### src/rtl/step_sequencer_if.sv
// Handshake and datapath-control bundle between a requester, the step sequencer and its datapath.
// Carries the abort request only when STEP_SEQUENCER_ABORT_EN is defined.
interface step_sequencer_if #(
    parameter int unsigned NBITS = 5
);
`ifdef STEP_SEQUENCER_ABORT_EN
    logic             abort;
`endif
    logic             start;
    logic             hold;
    logic             done_ack;
    logic             ready;
    logic             busy;
    logic             load_en;
    logic             step_en;
    logic [NBITS-1:0] step_index;
    logic             first_step;
    logic             last_step;
    logic             done;

    // Requester/consumer side
    modport master (
`ifdef STEP_SEQUENCER_ABORT_EN
        output abort,
`endif
        output start, hold, done_ack,
        input  ready, busy, load_en, step_en, step_index, first_step, last_step, done
    );

    // Sequencer side
    modport slave (
`ifdef STEP_SEQUENCER_ABORT_EN
        input  abort,
`endif
        input  start, hold, done_ack,
        output ready, busy, load_en, step_en, step_index, first_step, last_step, done
    );
endinterface

### src/rtl/step_sequencer.sv
// IDLE/LOAD/RUN/DONE control FSM stepping a datapath NUM_STEPS times per operation.
// Optional STEP_SEQUENCER_ABORT_EN adds an abort input that cancels LOAD/RUN back to IDLE.
module step_sequencer #(
    parameter int unsigned NUM_STEPS       = 32,
    parameter int unsigned NBITS_FOR_STEPS = $clog2(NUM_STEPS)
) (
    input  logic             clk,
    input  logic             reset,
    step_sequencer_if.slave  bus
);
    if (NUM_STEPS < 2) begin : g_bad_num_steps
        $error("step_sequencer: NUM_STEPS must be at least 2");
    end

    localparam logic [NBITS_FOR_STEPS-1:0] LAST_STEP = NBITS_FOR_STEPS'(NUM_STEPS - 1);

    typedef enum logic [1:0] {
        IDLE = 2'd0,
        LOAD = 2'd1,
        RUN  = 2'd2,
        DONE = 2'd3
    } state_t;

    state_t                     state, state_n;
    logic [NBITS_FOR_STEPS-1:0] count, count_n;
    logic                       step_en_c;
    logic                       abort_c;
    logic                       ready_q, busy_q, load_en_q, first_q, last_q, done_q;

`ifdef STEP_SEQUENCER_ABORT_EN
    assign abort_c = bus.abort;
`else
    assign abort_c = 1'b0;
`endif

    // Next state, next count and the combinational step strobe
    always_comb begin
        state_n   = state;
        count_n   = count;
        step_en_c = 1'b0;
        case (state)
            IDLE: if (bus.start) state_n = LOAD;
            LOAD: begin
                count_n = '0;
                state_n = RUN;
            end
            RUN: begin
                step_en_c = ~bus.hold;
                if (step_en_c) begin
                    // Explicit wrap compare, even when NUM_STEPS is a power of two
                    if (count == LAST_STEP) begin
                        count_n = '0;
                        state_n = DONE;
                    end else begin
                        count_n = count + NBITS_FOR_STEPS'(1);
                    end
                end
            end
            DONE: if (bus.done_ack) state_n = IDLE;
        endcase
        // Abort outranks both hold and the last-step transition
        if (abort_c && (state == LOAD || state == RUN)) begin
            state_n   = IDLE;
            count_n   = '0;
            step_en_c = 1'b0;
        end
    end

    // State, counter and Moore flags registered from the next-state decode
    always_ff @(posedge clk or posedge reset) begin
        if (reset) begin
            state     <= IDLE;
            count     <= '0;
            ready_q   <= 1'b1;
            busy_q    <= 1'b0;
            load_en_q <= 1'b0;
            first_q   <= 1'b0;
            last_q    <= 1'b0;
            done_q    <= 1'b0;
        end else begin
            state     <= state_n;
            count     <= count_n;
            ready_q   <= (state_n == IDLE);
            busy_q    <= (state_n == LOAD) || (state_n == RUN);
            load_en_q <= (state_n == LOAD);
            first_q   <= (state_n == RUN) && (count_n == '0);
            last_q    <= (state_n == RUN) && (count_n == LAST_STEP);
            done_q    <= (state_n == DONE);
        end
    end

    assign bus.ready      = ready_q;
    assign bus.busy       = busy_q;
    assign bus.load_en    = load_en_q;
    assign bus.step_en    = step_en_c;
    assign bus.step_index = count;
    assign bus.first_step = first_q;
    assign bus.last_step  = last_q;
    assign bus.done       = done_q;
endmodule

### src/flat_wrapper.sv
// flat-port wrapper written by rule: the top's interface ports become plain ports
module step_sequencer_flat 
#(
    parameter int unsigned NUM_STEPS       = 32,
    parameter int unsigned NBITS_FOR_STEPS = $clog2(NUM_STEPS)
)
  (clk, reset, bus_start, bus_hold, bus_done_ack, bus_ready, bus_busy, bus_load_en, bus_step_en, bus_step_index, bus_first_step, bus_last_step, bus_done);
  step_sequencer_if #(.NBITS((5))) bus_i ();
  input  logic clk;
  input  logic reset;
  input wire logic [$bits(bus_i.start)-1:0] bus_start;
  input wire logic [$bits(bus_i.hold)-1:0] bus_hold;
  input wire logic [$bits(bus_i.done_ack)-1:0] bus_done_ack;
  output wire logic [$bits(bus_i.ready)-1:0] bus_ready;
  output wire logic [$bits(bus_i.busy)-1:0] bus_busy;
  output wire logic [$bits(bus_i.load_en)-1:0] bus_load_en;
  output wire logic [$bits(bus_i.step_en)-1:0] bus_step_en;
  output wire logic [$bits(bus_i.step_index)-1:0] bus_step_index;
  output wire logic [$bits(bus_i.first_step)-1:0] bus_first_step;
  output wire logic [$bits(bus_i.last_step)-1:0] bus_last_step;
  output wire logic [$bits(bus_i.done)-1:0] bus_done;
  assign bus_i.start = bus_start;
  assign bus_i.hold = bus_hold;
  assign bus_i.done_ack = bus_done_ack;
  assign bus_ready = bus_i.ready;
  assign bus_busy = bus_i.busy;
  assign bus_load_en = bus_i.load_en;
  assign bus_step_en = bus_i.step_en;
  assign bus_step_index = bus_i.step_index;
  assign bus_first_step = bus_i.first_step;
  assign bus_last_step = bus_i.last_step;
  assign bus_done = bus_i.done;
  step_sequencer #(.NUM_STEPS(NUM_STEPS), .NBITS_FOR_STEPS(NBITS_FOR_STEPS)) u_core (.clk(clk), .reset(reset), .bus(bus_i));
endmodule
### config.mk
export PLATFORM = sky130hd
export DESIGN_NAME = step_sequencer_flat
export DESIGN_NICKNAME = d
export VERILOG_FILES = /design/src/rtl/step_sequencer_if.sv /design/src/rtl/step_sequencer.sv /design/src/flat_wrapper.sv
export SDC_FILE = /design/constraint.sdc
export NUM_CORES = 1
export LEC_CHECK = 0
export ABC_AREA = 0
export BUFFER_PORTS_ARGS = -buffer_cell sky130_fd_sc_hd__buf_2
export CAP_MARGIN = 20
export CORE_MARGIN = 8
export CORE_UTILIZATION = 49
export CTS_BUF_LIST = sky130_fd_sc_hd__clkbuf_4 sky130_fd_sc_hd__clkbuf_8
export DETAILED_ROUTE_END_ITERATION = 8
export GPL_ROUTABILITY_DRIVEN = 0
export HOLD_SLACK_MARGIN = 0.1
export PLACE_DENSITY = 0.77
export SETUP_SLACK_MARGIN = 0.2
export SLEW_MARGIN = 20
export SYNTH_ARGS = -nofsm -noshare
export SYNTH_HDL_FRONTEND = slang
export SYNTH_SLANG_ARGS = --single-unit
### constraint.sdc
create_clock -name clk -period 1.95 [get_ports clk]
set_input_delay 0.195 -clock clk [delete_from_list [all_inputs] [get_ports clk]]
set_output_delay 0.195 -clock clk [all_outputs]
set_load 0.05 [all_outputs]
==> results of run 1 <==
==> logic make-up after synthesis <==
logic type	count (synthesis)	synth area share
flip-flops	13	0.443
AND/OR/NAND/NOR	27	0.229
buffers and inverters	10	0.0628
AO/OA/AOI/OAI	12	0.151
adder cells (fa/ha/maj)	6	0.102
XOR/XNOR	1	0.0119
==> power breakdown <==
| part | leakage (nW) | internal (W) | total, W | switching (W) |
|---|---|---|---|---|
| logic | 0.342 | 0.000398 | 0.000948 | 0.000549 |
| registers | 0.165 | 0.000351 | 0.000380 | 0.0000291 |
| clock network | 0.0184 | 0.0000930 | 0.000170 | 0.0000769 |
==> worst register-to-register path: cells and delay by family, from the launching register on <==
family / cells / cell delay [ns]
and+or+nand+nor: 5 / 0.87
adders and majority gates: 2 / 0.34
DFF: 1 / 0.43
buffers and inverters: 1 / 0.13
==> sequential cells by signal, summed over array words and instances (netlist names) <==
| register | flops |
|---|---|
| u_core.bus.busy | 1 |
| u_core.bus.done | 1 |
| u_core.bus.first_step | 1 |
| u_core.bus.last_step | 1 |
| u_core.bus.load_en | 1 |
| u_core.bus.ready | 1 |
| u_core.bus.step_index | 5 |
| u_core.state | 2 |
==> routing by layer <==
| metal | vias to the layer above | global-route usage | share of wire |
|---|---|---|---|
| met5 | - | 0 | 0 |
| met4 | 0 | 0.0615 | 0.015 |
| met3 | 4 | 0.0272 | 0.047 |
| met2 | 22 | 0.232 | 0.56 |
| met1 | 330 | 0.144 | 0.38 |
| li1 | 316 | - | - |
==> metrics by stage <==
stage	cell area [sq um]	util	hold slack, ns
after floorplan	774	-	0.0710
after global placement	926	0.637	0.218
after detailed placement	926	0.637	0.225
after CTS	1030	0.711	0.383
after global routing	1070	0.739	0.419
final	1070	0.739	0.426
==> Yosys cell counts, types with 2 or more instances <==
master | count | share of area
nand3_1 | 4 | 0.027
nor2_1 | 4 | 0.020
dfrtp_1 | 12 | 0.41
and3_1 | 2 | 0.017
a32o_1 | 2 | 0.027
ha_1 | 6 | 0.10
inv_1 | 7 | 0.036
nand2b_1 | 2 | 0.017
nor2b_1 | 4 | 0.034
==> cell type report <==
class | instances | area, sq um
well taps | 16 | 20.0
fillers | 107 | 379
inverters | 8 | 30.0
clock buffers | 4 | 30.0
flip-flops and latches | 13 | 332
multi-input cells | 46 | 450
repair buffers | 33 | 213
==> what timing repair did <==
item,4_1_cts,5_1_grt
endpoints found under the hold margin,12,0
pin swaps,1,3
resized for setup,7,5
hold buffers,1,0
buffers inserted,4,3
setup endpoints to repair,6,7
==> path summary, 6_finish.rpt <==
| check | startpoint | endpoint | slack (ns) | depth (start not counted) |
|---|---|---|---|---|
| worst min register to register | u_core.bus.step_index[3]$_DFF_PP0_ | u_core.bus.step_index[3]$_DFF_PP0_ | 0.66 | 2 |
| worst max-delay path | u_core.bus.step_index[0]$_DFF_PP0_ | u_core.bus.last_step$_DFF_PP0_ | 0.08 | 8 |
| min in group asynchronous | reset | u_core.bus.first_step$_DFF_PP0_ | 0.47 | 3 |
| worst min-delay path | bus_hold | u_core.bus.step_index[1]$_DFF_PP0_ | 0.43 | 2 |
| worst max register to register | u_core.bus.step_index[0]$_DFF_PP0_ | u_core.bus.last_step$_DFF_PP0_ | 0.08 | 8 |
| max in group asynchronous | reset | u_core.bus.step_index[1]$_DFF_PP0_ | 1.13 | 3 |
==> flow_metrics.env, run 1 <==
export IMPL_synth_seq_cells=13
export IMPL_power_leakage_nw=0.525
export IMPL_io_buffers=16
export IMPL_hold_viol=0
export IMPL_vias=672
export IMPL_synth_cell_types=35
export IMPL_die_area_sq_um=3000
export IMPL_endpoint_kind="flip-flop"
export IMPL_drt_iter0_markers=10
export IMPL_rows=14
export IMPL_grt_pass1_vias=670
export IMPL_worst_slack_ns=0.0772
export IMPL_area_growth_pct=45.8
export IMPL_criticalPathCategory="flip-flop to flip-flop"
export IMPL_max_slew_margin=0.627
export IMPL_cp_start_kind="flip-flop"
export IMPL_wl_mm=1.90
export IMPL_syn_area_per_cell_sq_um=10.7
export IMPL_fmax_mhz=534
export IMPL_die_h_um=54.8
export IMPL_max_slew_worst_pin_slew_ns=0.551
export IMPL_status="finished clean"
export IMPL_grt_overflow_total=0
export IMPL_die_w_um=54.8
export IMPL_ys_flop_type="dfrtp_1"
export IMPL_globalRouteTotalUtil=0.131
export IMPL_cts_made_buffers=3
export IMPL_synthesis_instances=69
export IMPL_clkSlewWorstSetupHoldPaths_ns=0.07
export IMPL_setup_tns_ns=0
export IMPL_hold_class="input pin to flip-flop"
export IMPL_placed_cells=108
export IMPL_clock_latency_ns=0.26
export IMPL_worstPathCellList="ha_4, and3_4, ha_4, nor3b_2, buf_4, nand4b_1, nand3_1, nor4bb_2"
export IMPL_layout_commonest_cell="buf_4"
export IMPL_hpwl_mm=1.32
export IMPL_syn_nets=80
export IMPL_power_density_nw_per_um2=1390
export IMPL_layout_common_cells="17 x buf_4, 15 x buf_2, 8 x dfrtp_1, 6 x inv_1"
export IMPL_crit_top_cell="ha_4"
export IMPL_syn_area_sq_um=737
export IMPL_cts_tree="done"
export IMPL_antennaDiodeCount=0
export IMPL_ir_drop_mv=0.790
export IMPL_dp_slack_ns=-0.0275
export IMPL_nNetsFinal=116
export IMPL_cts_root_buf="clkbuf_4"
export IMPL_synth_seq_area_share=0.443
export IMPL_cts_sinks=13
export IMPL_maxCapViolCount=0
export IMPL_drive_above_1_share=0.558
export IMPL_critPathBufInv=1
export IMPL_core_sq_um=1450
export IMPL_critPathRequiredTime_ns=2.12
export IMPL_synth_edf_count=0
export IMPL_finClkSkew_ns=0.000748
export IMPL_antenna_found_initial=0
export IMPL_grt_max_degree=14
export IMPL_p_total_w=0.00150
export IMPL_cts_buffer_depth=2
export IMPL_period_minus_slack_ns=1.87
export IMPL_ys_warn_count=0
export IMPL_vias_per_cell=5.60
export IMPL_htree_levels=1
export IMPL_drc_errors=0
export IMPL_wire_per_inst_um=15.8
export IMPL_fin_crit_sh=0.960
export IMPL_drv_slew=0
export IMPL_ios=17
export IMPL_synthArstFlopShare=1.00
export IMPL_max_stage_delay_ns=0.43
export IMPL_final_antenna_net_count=0
export IMPL_arrival_ns=2.04
export IMPL_grt_pass1_wl_mm=2.90
export IMPL_fin_cells=120
export IMPL_setup_viol=0
export IMPL_critPathTopFamily="simple AND/OR/NAND/NOR gates"
export IMPL_cp_slowest_cell="dfrtp_2"
export IMPL_cp_max_fo=5
export IMPL_rsz0062_at_grt="yes"
export IMPL_drtPass1Iterations=4
export IMPL_initial_core_util=0.507
Note: power is estimated with default switching activity, not from simulation.
==> run 2, diff against run 1 <==
- CORE_UTILIZATION: 49 -> 55
- PLACE_DENSITY: 0.77 -> 0.81
- clock period: 1.95 -> 2.33 ns (I/O delays scaled with it)
==> run 2 against run 1 <==
  * Count of clock-buffer cells in the layout unchanged
  * Core utilization decreased by 1.3 points
  * First-iteration DRC count decreased by 50%
==> flow_metrics.env, run 2 (synthesis results as in run 1) <==
export IMPL_clkSlewWorstSetupHoldPaths_ns=0.07
export IMPL_die_w_um=52.6
export IMPL_ir_drop_mv=0.974
export IMPL_p_int_w=0.000574
export IMPL_cts_sinks=13
export IMPL_drtPass1Iterations=4
export IMPL_die_area_sq_um=2770
export IMPL_cp_slowest_cell="dfrtp_1"
export IMPL_initial_core_util=0.581
export IMPL_maxCapViolCount=0
export IMPL_switching_power_w=0.000496
export IMPL_multi_input_area_sq_um=415
export IMPL_clock_latency_ns=0.27
export IMPL_dp_slack_ns=0.219
export IMPL_fmax_mhz=485
export IMPL_cts_root_buf="clkbuf_4"
export IMPL_combPwrFrac=0.561
export IMPL_reg2reg_from="u_core.state[0]$_DFF_PP0_"
export IMPL_io_buffers=16
export IMPL_final_antenna_net_count=0
export IMPL_register_area_sq_um=329
export IMPL_drc_errors=0
export IMPL_critPathRequiredTime_ns=2.50
export IMPL_rows=13
export IMPL_nNetsFinal=101
export IMPL_worst_slack_ns=0.270
export IMPL_finClkSkew_ns=0.00135
export IMPL_power_frac_clock=0.132
export IMPL_grt_overflow_total=0
export IMPL_max_slew_margin=0.639
export IMPL_grt_pass1_wl_mm=2.37
export IMPL_pwr_share_seq=0.307
export IMPL_wl_mm=1.56
export IMPL_cp_max_fo=7
export IMPL_ios=17
export IMPL_p_sw_frac=0.463
export IMPL_fin_crit_sh=0.884
export IMPL_globalRouteTotalUtil=0.112
export IMPL_timing_rr_end="u_core.bus.first_step$_DFF_PP0_"
export IMPL_hold_viol=0
export IMPL_layout_common_cells="16 x buf_2, 10 x dfrtp_1, 7 x inv_1"
export IMPL_fillers=87
export IMPL_largest_reg_flops=5
export IMPL_cts_made_buffers=3
export IMPL_period_minus_slack_ns=2.06
export IMPL_arrival_ns=2.23
export IMPL_wire_per_inst_um=15.0
export IMPL_cts_buffer_depth=2
export IMPL_worstPathCellList="inv_1, ha_2, nor3b_2, a311o_1, or3_1, nor4_2"
export IMPL_min_to="u_core.bus.step_index[1]$_DFF_PP0_"
export IMPL_vias=602
export IMPL_antenna_found_initial=0
export IMPL_core_sq_um=1270
export IMPL_power_leakage_nw=0.465
export IMPL_grt_max_degree=14
export IMPL_endpoint_kind="flip-flop"
export IMPL_drv_slew=0
export IMPL_max_stage_delay_ns=0.42
export IMPL_max_slew_worst_pin_slew_ns=0.541
export IMPL_criticalPathCategory="flip-flop to flip-flop"
export IMPL_setup_viol=0
export IMPL_area_growth_pct=25.0
export IMPL_drive_above_1_share=0.404
export IMPL_final_core_util=0.726
export IMPL_r2r_cells=6
export IMPL_power_density_nw_per_um2=1160
export IMPL_grt_pass1_vias=580
export IMPL_rsz0062_at_grt="no"
export IMPL_die_h_um=52.6
export IMPL_drt_iter0_markers=5
export IMPL_setup_tns_ns=0
export IMPL_layout_commonest_cell="buf_2"
export IMPL_whs_path_depth=2
export IMPL_status="finished clean"
export IMPL_antennaDiodeCount=0
export IMPL_htree_levels=1
export IMPL_cp_start_kind="flip-flop"
export IMPL_postPlaceCellArea_sq_um=822
export IMPL_hold_class="input pin to flip-flop"
export IMPL_final_area_sq_um=921
export IMPL_rrSetupSlack_ns=0.27
export IMPL_cts_tree="done"
export IMPL_vias_per_cell=5.79
export IMPL_hp_start="bus_hold"
export IMPL_hpwl_mm=1.14
## run 2: changes by cell type in the layout (fill, tap and decap cells not counted), moves of 2 or more
cell | before | now
buf_4 | 17 | 1
dfrtp_1 | 8 | 10
dfrtp_2 | 4 | 2
ha_2 | 0 | 3
ha_4 | 4 | 1
## run 2: power by group through the flow
stage	logic [W]	registers [W]	clock network, W
after floorplan	0.000317	0.000476	0
after global placement	0.000568	0.000327	0
after detailed placement	0.000578	0.000330	0
after CTS	0.000579	0.000328	0.000149
after global routing	0.000638	0.000334	0.000159
final	0.000600	0.000328	0.000141
## run 2: timing repair
action                     in CTS  in global routing
hold endpoints to repair       12                  0
setup endpoints to repair       0                  2
buffers inserted                0                  1
hold buffers                    1                  0
resized for setup               0                 10
## run 2: per-stage QoR
step                hold WS (ns)  power (W)  instances
floorplan                  0.109   0.000792         69
global placement           0.258   0.000895         98
detailed placement         0.266   0.000908         98
CTS                        0.376    0.00106        103
global route               0.429    0.00113        104
finish                     0.393    0.00107        104
## run 2: critical path: cells and delay by family (launching register included)
family	cells	cell delay [ns]
AO/OA/AOI/OAI	1	0.39
adder cells (fa/ha/maj)	1	0.33
buffers and inverters	1	0.12
flip-flops	1	0.42
AND/OR/NAND/NOR	3	0.70
## run 2: cell type report
class,count,share of cell area
timing repair buffer,18,0.106
sequential,13,0.357
multi-input combinational,46,0.451
clock buffer,4,0.0326
tap,15,0.0204
inverter,8,0.0326
## run 2: worst max-delay path by stage
stage                     slack (ns)                               to                                from
after global placement          0.29   u_core.bus.last_step$_DFF_PP0_  u_core.bus.step_index[0]$_DFF_PP0_
after CTS                       0.20   u_core.bus.last_step$_DFF_PP0_  u_core.bus.step_index[0]$_DFF_PP0_
after floorplan                 0.20   u_core.bus.last_step$_DFF_PP0_  u_core.bus.step_index[0]$_DFF_PP0_
after detailed placement        0.22   u_core.bus.last_step$_DFF_PP0_  u_core.bus.step_index[0]$_DFF_PP0_
after global routing            0.21  u_core.bus.first_step$_DFF_PP0_           u_core.state[0]$_DFF_PP0_
final                           0.27  u_core.bus.first_step$_DFF_PP0_           u_core.state[0]$_DFF_PP0_
## run 2: routing by layer
layer | global-route usage | share of wire | vias to the layer above
li1 | - | - | 283
met1 | 0.126 | 0.46 | 298
met2 | 0.180 | 0.46 | 16
met3 | 0.0284 | 0.055 | 5
met4 | 0.0776 | 0.026 | 0
met5 | 0 | 0 | -
==> run 3, diff against run 2 <==
- CORE_UTILIZATION: 55 -> 54
- PLACE_DENSITY: 0.81 -> 0.8
- clock period: 2.33 -> 2.2 ns (I/O delays scaled with it)
==> run 3 against run 2 <==
  * Setup slack worse by 0.073 ns
  * Die area up 1.3%
  * Sequential share of layout area fell by 4.0 points
  * Non-clock buffer count rose by 12
  * Count of clock-buffer cells in the layout stayed put
  * Critical endpoint is now u_core.bus.last_step$_DFF_PP0_
  * Largest power group unchanged
==> flow_metrics.env, run 3 (synthesis results as in run 1) <==
export IMPL_placed_cells=101
export IMPL_grt_pass1_vias=677
export IMPL_multi_input_area_sq_um=448
export IMPL_cts_tree="done"
export IMPL_period_minus_slack_ns=2.00
export IMPL_cts_root_buf="clkbuf_4"
export IMPL_power_leakage_nw=0.510
export IMPL_grt_overflow_total=0
export IMPL_wl_mm=1.98
export IMPL_criticalPathCategory="flip-flop to flip-flop"
export IMPL_max_slew_margin=0.685
export IMPL_hpwl_mm=1.28
export IMPL_vias=662
export IMPL_finClkSkew_ns=0.00285
export IMPL_drtPass1Iterations=4
export IMPL_power_density_nw_per_um2=1290
export IMPL_die_area_sq_um=2800
export IMPL_antenna_found_initial=0
export IMPL_p_total_w=0.00135
export IMPL_status="finished clean"
export IMPL_setup_viol=0
export IMPL_clock_latency_ns=0.27
export IMPL_hold_class="input pin to flip-flop"
export IMPL_drive_above_1_share=0.525
export IMPL_fin_cells=116
export IMPL_nNetsFinal=113
export IMPL_hold_viol=0
export IMPL_endpoint_kind="flip-flop"
export IMPL_fin_crit_sh=0.911
export IMPL_antennaDiodeCount=0
export IMPL_core_sq_um=1280
export IMPL_io_buffers=16
export IMPL_drt_iter0_markers=11
export IMPL_cts_buffer_depth=2
export IMPL_cp_max_fo=4
export IMPL_grt_max_degree=14
export IMPL_wire_per_inst_um=17.1
export IMPL_fmax_mhz=499
export IMPL_die_w_um=52.9
export IMPL_fillers=72
export IMPL_htree_levels=1
export IMPL_die_h_um=52.9
export IMPL_ios=17
export IMPL_area_growth_pct=41.9
export IMPL_clkSlewWorstSetupHoldPaths_ns=0.07
export IMPL_register_area_sq_um=332
export IMPL_layout_commonest_cell="buf_2"
export IMPL_max_slew_worst_pin_slew_ns=0.465
export IMPL_rrSetupSlack_ns=0.20
export IMPL_arrival_ns=2.18
export IMPL_whs_ns=0.389
export IMPL_initial_core_util=0.574
export IMPL_drc_errors=0
export IMPL_drv_slew=0
export IMPL_vias_per_cell=5.71
export IMPL_globalRouteTotalUtil=0.153
export IMPL_cts_made_buffers=3
export IMPL_setup_tns_ns=0
export IMPL_rsz0062_at_grt="yes"
export IMPL_grt_pass1_wl_mm=3.22
export IMPL_largest_reg_flops=5
export IMPL_ir_drop_mv=1.19
export IMPL_layout_common_cells="16 x buf_2, 13 x buf_4, 8 x dfrtp_1, 6 x inv_1"
export IMPL_maxCapViolCount=0
export IMPL_final_antenna_net_count=0
export IMPL_cp_start_kind="flip-flop"
export IMPL_critPathRequiredTime_ns=2.38
export IMPL_cts_sinks=13
export IMPL_rows=13
run 3: cell count changes in the layout (fill, tap and decap cells not counted), sizes merged:
cell  delta
buf     +12
run 3: path summary, 6_finish.rpt:
check | depth (start not counted) | from | endpoint
max | 7 | u_core.bus.step_index[0]$_DFF_PP0_ | u_core.bus.last_step$_DFF_PP0_
min | 2 | bus_hold | u_core.bus.step_index[1]$_DFF_PP0_
max reg2reg | 7 | u_core.bus.step_index[0]$_DFF_PP0_ | u_core.bus.last_step$_DFF_PP0_
min reg2reg | 1 | u_core.bus.step_index[3]$_DFF_PP0_ | u_core.bus.step_index[3]$_DFF_PP0_
max in group asynchronous | 3 | reset | u_core.bus.ready$_DFF_PP1_
min in group asynchronous | 3 | reset | u_core.bus.load_en$_DFF_PP0_
run 3: routing by layer:
layer  up-vias  global-route usage  routed length, um
li1        314                   -                  -
met1       325               0.153                760
met2        19               0.291               1090
met3         4              0.0420                 99
met4         0              0.0517                 29
met5         -                   0                  0
run 3: what timing repair did:
item,in CTS,in global routing
pin swaps,7,1
setup endpoints to repair,2,4
hold buffers,1,0
buffers inserted,9,1
resized for setup,11,1
endpoints found under the hold margin,12,0
run 3: metrics by stage:
step           worst slack, ns   util  area [sq um]
4_1_cts                  0.201  0.803          1030
3_5_place_dp            0.0825  0.671           862
2_1_floorplan            0.140      -           757
5_1_grt                  0.126  0.814          1050
6_report                 0.197  0.814          1050
3_3_place_gp             0.169  0.671           862
run 3: area by class of cell:
cell class / instances / area share
multi-input cells: 46 / 0.428
flip-flops and latches: 13 / 0.317
repair buffers: 30 / 0.179
clock buffers: 4 / 0.0287
inverters: 8 / 0.0287
well taps: 15 / 0.0179
run 3: worst max-delay path, stage by stage, from the launching register on:
cell	delay, ns
dfrtp_2	0.44
ha_4	0.17
and3_4	0.17
ha_4	0.15
buf_4	0.15
or4_4	0.43
o21ai_4	0.18
nor4bb_1	0.23
run 3: where the power goes:
group / internal, W / switching, W
combinational: 0.000346 / 0.000504
clock: 0.0000826 / 0.0000736
sequential: 0.000311 / 0.0000304
